$ cat src/rtl/seven_seg_top.sv
// Eight-column multiplexed seven-segment driver: money total on cols 0-2,
// candy count on col 4. Ports: clk, reset (async low), sum, candy_sum -> display_column, out.
module seven_seg_top #(
  parameter int unsigned SCAN_DIV = 4
) (
  input  logic       clk,
  input  logic       reset,
  input  logic [7:0] sum,
  input  logic [2:0] candy_sum,
  output logic [7:0] display_column,
  output logic [7:0] out
);

  localparam logic [15:0] LAST = 16'(SCAN_DIV - 1);

  logic [15:0] presc;
  logic [2:0]  col;
  logic        wrap;
  logic [3:0]  ones;
  logic [3:0]  tens;
  logic [3:0]  hund;
  logic [3:0]  dig;

  function automatic logic [7:0] seg(input logic [3:0] d);
    logic [7:0] s;
    case (d)
      4'd0:    s = 8'hC0;
      4'd1:    s = 8'hF9;
      4'd2:    s = 8'hA4;
      4'd3:    s = 8'hB0;
      4'd4:    s = 8'h99;
      4'd5:    s = 8'h92;
      4'd6:    s = 8'h82;
      4'd7:    s = 8'hF8;
      4'd8:    s = 8'h80;
      4'd9:    s = 8'h90;
      default: s = 8'hFF;
    endcase
    return s;
  endfunction

  assign wrap = (presc == LAST);

  always_comb begin
    ones = 4'(sum % 8'd10);
    tens = 4'((sum / 8'd10) % 8'd10);
    hund = 4'(sum / 8'd100);
  end

  // Code 4'hF decodes to all segments off, used for blanked columns.
  always_comb begin
    dig = 4'hF;
    unique case (col)
      3'd0: dig = ones;
      3'd1: if (sum >= 8'd10)  dig = tens;
      3'd2: if (sum >= 8'd100) dig = hund;
      3'd4: dig = {1'b0, candy_sum};
      default: dig = 4'hF;
    endcase
  end

  always_ff @(posedge clk or negedge reset) begin
    if (!reset) begin
      presc          <= '0;
      col            <= '0;
      display_column <= 8'hFF;
      out            <= 8'hFF;
    end else begin
      display_column <= ~(8'd1 << col);
      out            <= seg(dig);
      if (wrap) begin
        presc <= '0;
        col   <= col + 3'd1;
      end else begin
        presc <= presc + 16'd1;
      end
    end
  end

endmodule

$ cat config.mk
export PLATFORM = sky130hd
export DESIGN_NAME = seven_seg_top
export DESIGN_NICKNAME = d
export VERILOG_FILES = /design/src/rtl/seven_seg_top.sv
export SDC_FILE = /design/constraint.sdc
export NUM_CORES = 1
export LEC_CHECK = 0
export CELL_PAD_IN_SITES_DETAIL_PLACEMENT = 0
export CELL_PAD_IN_SITES_GLOBAL_PLACEMENT = 2
export CORE_MARGIN = 2
export CORE_UTILIZATION = 43
export DETAILED_ROUTE_END_ITERATION = 16
export DONT_BUFFER_PORTS = 1
export PLACE_DENSITY = 0.92
export SLEW_MARGIN = 20
export SYNTH_ARGS = -nofsm -noshare
export SYNTH_HDL_FRONTEND = slang
export SYNTH_SLANG_ARGS = --single-unit
export TNS_END_PERCENT = 5
$ cat constraint.sdc
create_clock -name clk -period 5.6 [get_ports clk]
set_input_delay 1.12 -clock clk [delete_from_list [all_inputs] [get_ports clk]]
set_output_delay 1.12 -clock clk [all_outputs]
set_load 0.02 [all_outputs]
### After elaboration in Yosys (flattened, before gate mapping)

Memory sizes are Yosys's and may differ from the RTL's. A register that Yosys moved wholly into a read port is not among the register bits.
Index checks and enable logic that the tools add are counted.

* div/mod/pow operators: 4
* equal/unequal tests: 4
* bitwise logic cells: 1
* reduce and logical (&&, ||, !) cells: 2
* $lt $le $gt $ge: 2
* mux-type cells: 4
* add/sub/neg operators: 2
* shift-type cells: 1

Operators with widths (count)
* adder 16 x 1 -> 16 bit (second input constant): 1
* == test 16 x 2 -> 1 bit (second input constant): 1
* modulo 8 x 4 -> 8 bit (second input constant): 2
* two-way mux 16 bit: 1
* one-hot mux 4 bit (4 select lines): 1
* divider 8 x 4 -> 8 bit (second input constant): 1
* divider 8 x 7 -> 8 bit (second input constant): 1
* >= comparator 8 x 4 -> 1 bit (second input constant): 1
* >= comparator 8 x 7 -> 1 bit (second input constant): 1
* two-way mux 4 bit: 2
* NOT 8 bit: 1
* << shifter 1 x 3 -> 8 bit (first input constant): 1
* adder 3 x 1 -> 3 bit (second input constant): 1
* == test 3 x 1 -> 1 bit (second input constant): 1
* == test 3 x 2 -> 1 bit (second input constant): 1
* == test 3 bit (second input constant): 1
* zero test 3 bit: 1
* zero test 1 bit: 1

* bits of input ports: 13
* flip-flop bits (word level): 35
* ROM bits: 112
* memories: 1
* word-level logic and storage cells: 25

Memories
* (no name shown): words 16, bits a word 7, rd ports 1, clocked after Yosys merged registers in 1, write ports 0, line 26 `case (d)`

### Depth between registers and ports, before layout

Gate-level depths: netlist (run 1).

* depth in word-level cells: 4
* gate-level depth with buffers: 21
* mapped depth without buffers: 18

### Worst setup path after synthesis (run 1)

No wires, ideal clock.

* kind: input port to flip-flop
* from: in sum[6]
* to: reg out[1]
* path slack: 693 ps
* path buffers: 3
* arrival time: 4832 ps
* stages on the path: 21
* library setup time: 75 ps
* cell sequence: buf_2 buf_1 inv_1 ha_1 and3b_1 o21ai_1 nand3_1 a211oi_2 xor2_1 a22oi_2 nor3_1 nand2_1 a211oi_1 a21oi_1 ha_1 a2111oi_0 a21oi_1 o221a_2 buf_6 nor2_2 a2bb2oi_1

* longest elaborated chain between the ends: 4
* elaborated cells between the ends (all ways): 9
* those cells by class: div (4); order compare (2); mux (3)

Ends and longest elaborated chain
* start: declaration: line 8 `input logic [7:0] sum,`
* divider 8 x 4 -> 8 bit: line 46 `tens = 4'((sum / 8'd10) % 8'd10);`
* modulo 8 x 4 -> 8 bit: line 46
* two-way mux 4 bit: line 55 `3'd1: if (sum >= 8'd10) dig = tens;`
* one-hot mux 4 bit (4 select lines) (*): line 53 `unique case (col)`
* end: declaration: line 11 `output logic [7:0] out`

Every way passes the cells marked *; elsewhere a longest branch is shown, timed or not.
A chain may end at the register's enable or synchronous reset.

### Worst setup path in the final report (run 1)

* from: in sum[5]
* to: reg out[5]

The elaborated chain is that of the path after synthesis.

==> run summary, run 1 <==
Vias in the first global route: 2269
Post-CTS sizing: 0
Die X: 86.7 µm
CTS H-tree depth: 2
Post-Synth Simple-Gate Area: 0.239
1st-pass router iterations: 4
Layout Skew: 0.00485 ns
Num rows: 30
CP bufs+invs: 1
Total of max-cap violations: 0
Sequential cell area: 870 µm²
Max Fclk: 0.204 GHz
Unrepaired setup endpoints after global routing: no
Routed Antenna Nets: 0
Die Ht: 86.7 µm
Multiplexer share of the synthesized area: 0.0297
Adder-cell share of the synthesized area: 0.0761
Avg WL per Cell: 17.0 µm
Final Cycle Share: 0.875
First-pass GRT wire length: 11.4 mm
Leakage: 1.23 nW
Ys flop type: dfrtp_1
Initial Utilization: 0.438
Tot GR Track Use: 0.191
DRT Wirelength: 6.81 mm
Hold Buf Count CTS: 0
Buffers on Ports: 0
Slowest-stage cell, CP: nand4_1
VDD IR max: 0.0000676 V
Initial antenna violation count: 0
Detail Placement HPWL: 5.06 mm
CP Capture Type: register
Synth warnings: 0
Syn Area/Cell: 8.92 µm²
Startpoint types: input port
Area Growth Syn to Fin: 2.38%
Register area share after synthesis: 0.295
Cell Chain, Critical Path: inv_1, ha_1, nor2b_1, o21ai_1, nand3_1, a211oi_2, xor2_1, a22oi_2, nor3_1, nand2_1, a211oi_1, a21oi_1, ha_1, a311oi_1, nand2_1, nand4_1, a211oi_2, a31oi_1
Die ar.: 7520 µm²
Critical path class: input port to register
FILL cells: 649
Final Max Slew Viols: 0
GPL Wtd Cong: 0.835
Post-synth ARST share: 1.00
Hold Path Class: register to register
Final antenna diode count: 0
Core ar.: 6720 µm²
Share of layout cells above drive strength 1: 0.156
Status: finished, final reports clean
Pin count of the biggest net entering global routing: 35
EDFF count, synth: 0
Clock Sinks: 34
Final cell count without fillers: 401
Total grt overflow: 0
Root Driver: clkbuf_8
DR vias: 2402
Post-synthesis register bit count: 34
Critical-path maximum fanout: 22
Commonest cells after routing, fill and taps aside: nand2_1, dfrtp_1, inv_1, ha_1, dfstp_2
Area of the multi-input gates: 1870 µm²
Post-synth cell types: 80
Crit path arrival time: 5.09 ns
Worst-Margin Slew: 0.626 ns
Fin nets: 350
Compound-Gate Fraction of Synth Area: 0.234
CTS Buffer Depth: 2
Setup TNS: 0 ns
Pwr/cell area: 196 nW/µm²
TritonCTS clock tree: built
Vias per cell: 5.99
Worst Path Required: 5.79 ns
Overall power: 0.000592 W
Post-CTS Setup Inserts: 0
Clk_lat worst skew: 0.28 ns
Main combinational cell family by area after synthesis: simple AND/OR/NAND/NOR gates
I/O pin count: 29
Drt drc: 0
Net Count, Synth: 360
XOR/XNOR Fraction of Synth Area: 0.0565
Endpoints failing setup: 0
Worst relative slew slack: 0.583
DR iter-0 viols: 72
Critical path's top delay family: compound AO/OA/AOI/OAI gates
Min cycle time layout: 4.90 ns
Synthesized area: 2940 µm²
Synth Instances: 330
CTS Buf Count: 5
Worst-path clk slew: 0.06 ns
Hold Vio Cnt, Final: 0
Cell total after placement: 393
Critical path's largest stage delay: 0.44 ns
Most common cell after layout, fill and taps aside: nand2_1
-- path summary, 6_finish.rpt --
kind	depth (start not counted)	start	end	slack (ns)
min	1	presc[15]$_DFF_PN0_	presc[15]$_DFF_PN0_	0.48
min in group asynchronous	0	reset	col[2]$_DFFE_PN0N_	0.53
max	18	sum[5]	out[5]$_DFF_PN1_	0.70
max reg2reg	13	col[0]$_DFFE_PN0N_	out[3]$_DFF_PN1_	2.45
min reg2reg	1	presc[15]$_DFF_PN0_	presc[15]$_DFF_PN0_	0.48
max in group asynchronous	0	reset	out[0]$_DFF_PN1_	4.89
-- layout make-up --
| class | instances | area share |
|---|---|---|
| sequential | 34 | 0.289 |
| tap | 80 | 0.0332 |
| clock buffer | 7 | 0.0286 |
| inverter | 21 | 0.0262 |
| clock inverter | 1 | 0.00166 |
| multi-input combinational | 258 | 0.622 |
-- cell usage after synthesis, types with 2 or more instances --
| master | number | area [µm²] |
|---|---|---|
| mux2_2 | 3 | 33.8 |
| o21a_1 | 3 | 22.5 |
| a31oi_1 | 5 | 31.3 |
| a211o_1 | 2 | 17.5 |
| or2_2 | 2 | 12.5 |
| inv_1 | 18 | 67.6 |
| nand2b_1 | 5 | 31.3 |
| inv_2 | 2 | 7.51 |
| a32oi_1 | 2 | 17.5 |
| nor2_1 | 11 | 41.3 |
| a21oi_1 | 13 | 65.1 |
| mux2i_1 | 4 | 40.0 |
| a21boi_0 | 2 | 15.0 |
| o22ai_1 | 3 | 18.8 |
| a22o_1 | 2 | 17.5 |
| nor4_1 | 6 | 37.5 |
| xnor2_1 | 14 | 123 |
| and3b_1 | 3 | 26.3 |
| clkbuf_1 | 3 | 11.3 |
| xor2_1 | 5 | 43.8 |
| o31a_1 | 2 | 17.5 |
| o21ai_0 | 11 | 55.1 |
| o311ai_0 | 2 | 17.5 |
| a221o_1 | 2 | 20.0 |
| o21ai_1 | 3 | 15.0 |
| and2_1 | 6 | 37.5 |
| o21bai_1 | 2 | 15.0 |
| nor3_1 | 9 | 45.0 |
| a311oi_1 | 2 | 17.5 |
| nand3_1 | 13 | 65.1 |
| and3_1 | 5 | 31.3 |
| a31o_2 | 2 | 17.5 |
| a211oi_2 | 3 | 37.5 |
| dfrtp_1 | 19 | 475 |
| buf_6 | 3 | 33.8 |
| nand4_1 | 8 | 50.1 |
| dfstp_2 | 15 | 394 |
| ha_1 | 17 | 213 |
| buf_2 | 4 | 20.0 |
| o31ai_1 | 2 | 15.0 |
| buf_4 | 5 | 37.5 |
| nand2_1 | 34 | 128 |
| nor2b_1 | 11 | 68.8 |
| a211oi_1 | 6 | 45.0 |
-- state kept, by name, summed over array words and instances, names as in the netlist --
name and count:
out 7, presc 16, col 3, display_column 8
-- power breakdown --
group	switching (W)	internal, W
clock network	0.0000798	0.0000990
logic	0.0000936	0.0000595
registers	0.00000646	0.000253
total	0.000180	0.000412
-- kinds of logic (layout without fill, tap and decap cells) --
kind of cell / Yosys count / in the layout
other cells: 1 / 1
simple gates: 125 / 125
flops: 34 / 34
xor+xnor: 19 / 19
fa+ha+maj: 18 / 18
buf+inv: 38 / 29
compound gates: 87 / 87
mux: 8 / 8
-- metal layers --
layer  vias to the layer above  part of all wire  GRT usage
met2                        42              0.49      0.331
met3                         8             0.023     0.0229
met5                         -                 0          0
met4                         0             0.014     0.0597
li1                       1187                 -          -
met1                      1165              0.47      0.247
-- through the flow --
step | util | hold WS [ns] | setup slack (ns) | area [µm²]
finish | 0.449 | 0.483 | 0.701 | 3010
CTS | 0.449 | 0.485 | 0.754 | 3010
floorplan | - | 0.446 | 0.693 | 2940
global route | 0.449 | 0.504 | 0.248 | 3010
detailed placement | 0.435 | 0.476 | 0.448 | 2920
global placement | 0.435 | 0.462 | 0.544 | 2920
Power figures use the tool's default switching activity.
==> inputs of run 2 (changes only) <==
ABC_AREA = 1   (was not set)
CORE_UTILIZATION = 39   (was 43)
MAX_ROUTING_LAYER = met4   (was not set)
PLACE_DENSITY = 0.91   (was 0.92)
TNS_END_PERCENT = not set   (was 5)
==> run summary, run 2 <==
Tot GR Track Use: 0.161 (was 0.191)
Endpoints failing setup: 0 (unchanged)
Synthesized area: 2700 µm² (was 2940 µm²)
Fin nets: 411 (was 350)
Area of the multi-input gates: 1490 µm² (was 1870 µm²)
Unrepaired setup endpoints after global routing: no (unchanged)
Most common cell after layout, fill and taps aside: nand2_1 (unchanged)
Cell total after placement: 454 (was 393)
Worst-path clk slew: 0.07 ns (was 0.06 ns)
Area Growth Syn to Fin: 6.35% (was 2.38%)
First-pass GRT wire length: 9.52 mm (was 11.4 mm)
Core ar.: 6760 µm² (was 6720 µm²)
Critical-path maximum fanout: 8 (was 22)
DR iter-0 viols: 78 (was 72)
Startpoint types: input port (unchanged)
Buffers on Ports: 0 (unchanged)
Die X: 87.2 µm (was 86.7 µm)
Ys flop type: dfrtp_1 (unchanged)
Crit path arrival time: 4.18 ns (was 5.09 ns)
Share of layout cells above drive strength 1: 0.168 (was 0.156)
Final Cycle Share: 0.709 (was 0.875)
GPL Wtd Cong: 0.831 (was 0.835)
Critical path's top delay family: simple AND/OR/NAND/NOR gates (was compound AO/OA/AOI/OAI gates)
CP dominant cell by count: nand2_2
Critical path's largest stage delay: 0.32 ns (was 0.44 ns)
Layout Skew: 0.00381 ns (was 0.00485 ns)
Status: finished, final reports clean (unchanged)
Critical path class: input port to register (unchanged)
Min cycle time layout: 3.97 ns (was 4.90 ns)
Hold Path Class: register to register (unchanged)
Final cell count without fillers: 462 (was 401)
Commonest cells after routing, fill and taps aside: nand2_1, inv_1, nand3_1, nor2_1, dfrtp_1 (was nand2_1, dfrtp_1, inv_1, ha_1, dfstp_2)
Pwr/cell area: 215 nW/µm² (was 196 nW/µm²)
Vias per cell: 4.76 (was 5.99)
Slowest-stage cell, CP: ha_1 (was nand4_1)
Detail Placement HPWL: 4.35 mm (was 5.06 mm)
Leading registers by flop count: presc: 16 flops, display_column: 8 flops, out: 7 flops (unchanged)
Synth top cells by count: nand2_1, inv_1, nand3_1 (was nand2_1, dfrtp_1, inv_1)
Total grt overflow: 0 (unchanged)
Avg WL per Cell: 11.7 µm (was 17.0 µm)
Setup TNS: 0 ns (unchanged)
Total of max-cap violations: 0 (unchanged)
EDFF count, synth: 0 (unchanged)
Clock Sinks: 34 (unchanged)
DR vias: 2199 (was 2402)
Hold Buf Count CTS: 0 (unchanged)
Vias in the first global route: 2104 (was 2269)
Post-CTS Setup Inserts: 0 (unchanged)
1st-pass router iterations: 4 (unchanged)
Yosys top cell by area: dfrtp_1 (unchanged)
Die ar.: 7600 µm² (was 7520 µm²)
Net Count, Synth: 406 (was 360)
Final Max Slew Viols: 0 (unchanged)
Synth area leaders: dfrtp_1, dfstp_2, nand2_1 (was dfrtp_1, dfstp_2, ha_1)
Worst Path Required: 5.82 ns (was 5.79 ns)
Synth warnings: 0 (unchanged)
Area share of the largest cell type after synthesis: 0.176 (was 0.161)
Post-CTS sizing: 0 (unchanged)
Hold Vio Cnt, Final: 0 (unchanged)
DRT Wirelength: 5.41 mm (was 6.81 mm)
CP bufs+invs: 4 (was 1)
Leakage: 1.55 nW (was 1.23 nW)
Initial Utilization: 0.400 (was 0.438)
Pin count of the biggest net entering global routing: 35 (unchanged)
Register area share after synthesis: 0.322 (was 0.295)
FILL cells: 711 (was 649)
Max reg flops: 16 (unchanged)
Sequential cell area: 870 µm² (unchanged)
Clk_lat worst skew: 0.29 ns (was 0.28 ns)
Final antenna diode count: 0 (unchanged)
Num rows: 30 (unchanged)
CTS H-tree depth: 2 (unchanged)
Post-synth cell types: 36 (was 80)
Max Fclk: 0.252 GHz (was 0.204 GHz)
VDD IR max: 0.0000751 V (was 0.0000676 V)
Post-route cell area: 2870 µm² (was 3010 µm²)
CTS Buf Count: 5 (unchanged)
Synth Instances: 376 (was 330)
Root Driver: clkbuf_8 (unchanged)
Top-count cell post-synth: nand2_1 (unchanged)
Post-synth ARST share: 1.00 (unchanged)
Drt drc: 0 (unchanged)
Finished Core Util: 0.425 (was 0.449)
Die Ht: 87.2 µm (was 86.7 µm)
DP Area: 2780 µm² (was 2920 µm²)
Most flops, register: presc (unchanged)
Post-synthesis register bit count: 34 (unchanged)
Routed Antenna Nets: 0 (unchanged)
CTS Buffer Depth: 2 (unchanged)
Syn Area/Cell: 7.18 µm² (was 8.92 µm²)
Hold slack: 0.461 ns (was 0.483 ns)
TritonCTS clock tree: built (unchanged)
Initial antenna violation count: 0 (unchanged)
CP Capture Type: register (unchanged)
I/O pin count: 29 (unchanged)
-- run 2: changes by cell type in the layout (fill, tap and decap cells not counted), moves of 6 or more --
cell / change
xnor2_1: -13
nor2_1: +17
inv_1: +63
nand2_4: +7
a211oi_1: -6
a21oi_1: -6
nand2_1: +49
nand3_1: +18
nor2b_1: -11
nand2_2: +15
and2_1: -6
-- run 2: kinds of logic after synthesis --
group / synth area share
simple gates: 0.345
buf+inv: 0.128
compound gates: 0.0922
flops: 0.322
fa+ha+maj: 0.0788
xor+xnor: 0.0324
other cells: 0.00139
-- run 2: final timing paths --
check                           depth (start not counted)                  to               start  slack (ns)
worst max-delay path                                   32    out[3]$_DFF_PN1_              sum[5]        1.63
max in group asynchronous                               0    out[0]$_DFF_PN1_               reset        4.90
worst min register to register                          1  presc[0]$_DFF_PN0_  presc[0]$_DFF_PN0_        0.46
min in group asynchronous                               0  presc[2]$_DFF_PN0_               reset        0.52
worst min-delay path                                    1  presc[0]$_DFF_PN0_  presc[0]$_DFF_PN0_        0.46
worst max register to register                         15    out[3]$_DFF_PN1_  col[0]$_DFFE_PN0N_        2.92
-- run 2: power breakdown --
part           switching (W)  internal (W)  leakage (nW)
registers         0.00000637      0.000253         0.414
logic               0.000117     0.0000612          1.10
clock network      0.0000933     0.0000872        0.0441
total               0.000217      0.000401          1.55
-- run 2: routing by layer --
metal  part of all wire  GRT usage  vias up
li1                   -          -     1174
met1               0.52      0.224      968
met2               0.43      0.240       54
met3              0.045     0.0332        3
met4             0.0026     0.0392        0
met5                  0          -        -
-- run 2: final cells by class --
class / instances / share of cell area
clock buffers: 5 / 0.0240
clock inverters: 3 / 0.00741
inverters: 87 / 0.114
multi-input cells: 253 / 0.517
flip-flops and latches: 34 / 0.303
well taps: 80 / 0.0349
-- run 2: worst register-to-register path, stage by stage (launching register included) --
cell and delay, ns:
dfrtp_1 0.38, inv_1 0.09, ha_1 0.21, nand2_1 0.15, inv_1 0.10, nand3_1 0.09, a31oi_1 0.05, a31oi_1 0.35
o21ai_0 0.18, a211oi_2 0.30, nand2_2 0.15, ha_1 0.32, nand2_1 0.07, o21ai_1 0.05, nand2_1 0.05, nand2_1 0.05
-- run 2: stage by stage --
step | setup WS, ns | power, W
6_report | 1.63 | 0.000618
5_1_grt | 1.19 | 0.000664
4_1_cts | 1.62 | 0.000627
3_5_place_dp | 1.33 | 0.000443
3_3_place_gp | 1.33 | 0.000445
2_1_floorplan | 1.61 | 0.000418
==> inputs of run 3 (changes only) <==
CORE_UTILIZATION = 33   (was 39)
PLACE_DENSITY = 0.82   (was 0.91)
clock period = 3.3 ns   (was 5.6 ns; I/O delays follow)
==> run summary, run 3 (same netlist as run 2, synthesis figures left out) <==
Pin count of the biggest net entering global routing: 35 (unchanged)
DR vias: 2340 (was 2199)
Routed Antenna Nets: 0 (unchanged)
CP bufs+invs: 4 (unchanged)
Initial antenna violation count: 0 (unchanged)
First-pass GRT wire length: 10.5 mm (was 9.52 mm)
Initial Utilization: 0.346 (was 0.400)
CTS Buffer Depth: 2 (unchanged)
Root Driver: clkbuf_8 (unchanged)
Most common cell after layout, fill and taps aside: inv_1 (was nand2_1)
Worst Path Required: 3.53 ns (was 5.82 ns)
Hold slack: 0.0585 ns (was 0.461 ns)
Cell total after placement: 497 (was 454)
Clk_lat worst skew: 0.29 ns (about the same)
Startpoint types: input port (unchanged)
1st-pass router iterations: 4 (unchanged)
Total internal power: 0.000791 W (was 0.000401 W)
Area Growth Syn to Fin: 23.9% (was 6.35%)
Share of layout cells above drive strength 1: 0.320 (was 0.168)
CTS Buf Count: 5 (unchanged)
GPL Wtd Cong: 0.874 (was 0.831)
Final Cycle Share: 1.02
Avg WL per Cell: 11.5 µm (was 11.7 µm)
CP Capture Type: register (unchanged)
Critical path's largest stage delay: 0.27 ns (was 0.32 ns)
Max reg flops: 16 (unchanged)
Tot GR Track Use: 0.152 (was 0.161)
Final cell count without fillers: 515 (was 462)
Crit path arrival time: 3.59 ns (was 4.18 ns)
Pwr/cell area: 359 nW/µm² (was 215 nW/µm²)
Layout Skew: 0.00463 ns (was 0.00381 ns)
Sw Ratio: 0.342 (was 0.351)
Drt drc: 0 (unchanged)
Core ar.: 7810 µm² (was 6760 µm²)
Final Max Slew Viols: 0 (unchanged)
Hold Path Class: input port to asynchronous set/reset pin (was register to register)
DRT Wirelength: 5.92 mm (was 5.41 mm)
Leakage: 1.73 nW (was 1.55 nW)
CTS H-tree depth: 2 (unchanged)
Total of max-cap violations: 0 (unchanged)
Buffers on Ports: 0 (unchanged)
TritonCTS clock tree: built (unchanged)
Critical path's top delay family: simple AND/OR/NAND/NOR gates (unchanged)
Hold Vio Cnt, Final: 0 (unchanged)
Net Sw Power: 0.000411 W (was 0.000217 W)
Total grt overflow: 0 (unchanged)
Finished Core Util: 0.429 (was 0.425)
Setup TNS: -0.114 ns (was 0 ns)
Clock Sinks: 34 (unchanged)
Combinational power share: 0.366 (was 0.289)
Failing checks: negative setup slack
Detail Placement HPWL: 4.56 mm (was 4.35 mm)
Clk pwr share: 0.268 (was 0.292)
DP Area: 3040 µm² (was 2780 µm²)
Commonest cells after routing, fill and taps aside: inv_1, nand2_1, buf_4, nand3_1, nor2_1 (was nand2_1, inv_1, nand3_1, nor2_1, dfrtp_1)
Vias in the first global route: 2340 (was 2104)
Setup WS post-layout: -0.0588 ns (was 1.63 ns)
Critical path class: input port to register (unchanged)
Leading registers by flop count: presc: 16 flops, display_column: 8 flops, out: 7 flops (unchanged)
Critical-path maximum fanout: 8 (unchanged)
Num rows: 32 (was 30)
Final antenna diode count: 0 (unchanged)
Slowest-stage cell, CP: ha_4 (was ha_1)
Die Ht: 94.5 µm (was 87.2 µm)
Min cycle time layout: 3.36 ns
DR iter-0 viols: 70 (was 78)
Most flops, register: presc (unchanged)
Seq pwr share: 0.366 (was 0.419)
Die ar.: 8920 µm² (was 7600 µm²)
Worst-path clk slew: 0.07 ns (about the same)
Vias per cell: 4.54 (was 4.76)
Post-route cell area: 3350 µm² (was 2870 µm²)
Fin nets: 442 (was 411)
Die X: 94.5 µm (was 87.2 µm)
Endpoints failing setup: 4 (was 0)
Unrepaired setup endpoints after global routing: yes (was no)
I/O pin count: 29 (unchanged)
VDD IR max: 0.000164 V (was 0.0000751 V)
Status: finished, violations left (was finished, final reports clean)
Max Fclk: 0.298 GHz
==> run 3: changes by cell type in the layout (fill, tap and decap cells not counted), moves of 7 or more <==
cell,before,now
buf_4,0,30
inv_1,81,71
inv_2,5,12
nand2_1,83,70
nand2_2,15,23
==> run 3: area by class of cell <==
| class | instances | area, µm² |
|---|---|---|
| repair buffers | 31 | 245 |
| well taps | 102 | 128 |
| inverters | 87 | 347 |
| multi-input cells | 253 | 1660 |
| fillers | 795 | 4460 |
| flip-flops and latches | 34 | 870 |
| clock buffers | 6 | 82.6 |
| clock inverters | 2 | 12.5 |
==> run 3: final timing paths <==
path | slack (ns) | startpoint | cells past startpoint | end
setup / recovery | -0.06 | sum[5] | 32 | out[3]$_DFF_PN1_
hold / removal | 0.06 | reset | 0 | col[0]$_DFFE_PN0N_
setup reg to reg | 0.68 | col[0]$_DFFE_PN0N_ | 16 | out[3]$_DFF_PN1_
hold reg to reg | 0.47 | presc[0]$_DFF_PN0_ | 1 | presc[0]$_DFF_PN0_
max in group asynchronous | 3.06 | reset | 0 | out[3]$_DFF_PN1_
min in group clk | 0.47 | presc[0]$_DFF_PN0_ | 1 | presc[0]$_DFF_PN0_
==> run 3: worst register-to-register path: stages, from the launching register on <==
cell      delay (ns)
dfrtp_1         0.39
inv_1           0.10
ha_1            0.22
nand2_1         0.12
inv_1           0.09
nand3_1         0.09
a31oi_1         0.05
a31oi_1         0.32
o21ai_0         0.18
a211oi_2        0.25
buf_4           0.17
nand2_4         0.07
ha_4            0.27
nand2_2         0.05
o21ai_2         0.06
nand2_1         0.06
nand2_1         0.06
==> run 3: metal layers <==
metal,part of all wire,track usage,routed length [µm],vias to the layer above
met5,0,-,0,-
met4,0.010,0.0326,59,0
met3,0.035,0.0303,205,6
met2,0.44,0.232,2600,43
met1,0.52,0.210,3050,1061
li1,-,-,-,1230
==> run 3: stage by stage <==
stage          setup WS (ns)  total power (W)
3_5_place_dp          -0.431         0.000819
3_3_place_gp          -0.422         0.000822
2_1_floorplan         -0.173         0.000723
5_1_grt               -0.292          0.00129
6_report             -0.0588          0.00120
4_1_cts              -0.0441          0.00119
==> run 3: power groups by stage <==
| stage | clock network [W] | logic (W) | registers (W) |
|---|---|---|---|
| detailed placement | 0 | 0.000372 | 0.000447 |
| global route | 0.000352 | 0.000497 | 0.000440 |
| finish | 0.000321 | 0.000440 | 0.000440 |
| floorplan | 0 | 0.000277 | 0.000446 |
| global placement | 0 | 0.000374 | 0.000448 |
| CTS | 0.000335 | 0.000417 | 0.000440 |
==> run 3: repair_timing <==
action | in CTS | in global routing
pin swaps | 25 | 25
buffers inserted | 7 | 3
gates resized for setup | 16 | 22
endpoints found under the setup margin | 7 | 7
hold buffers | 0 | 0
gates cloned | 0 | 0
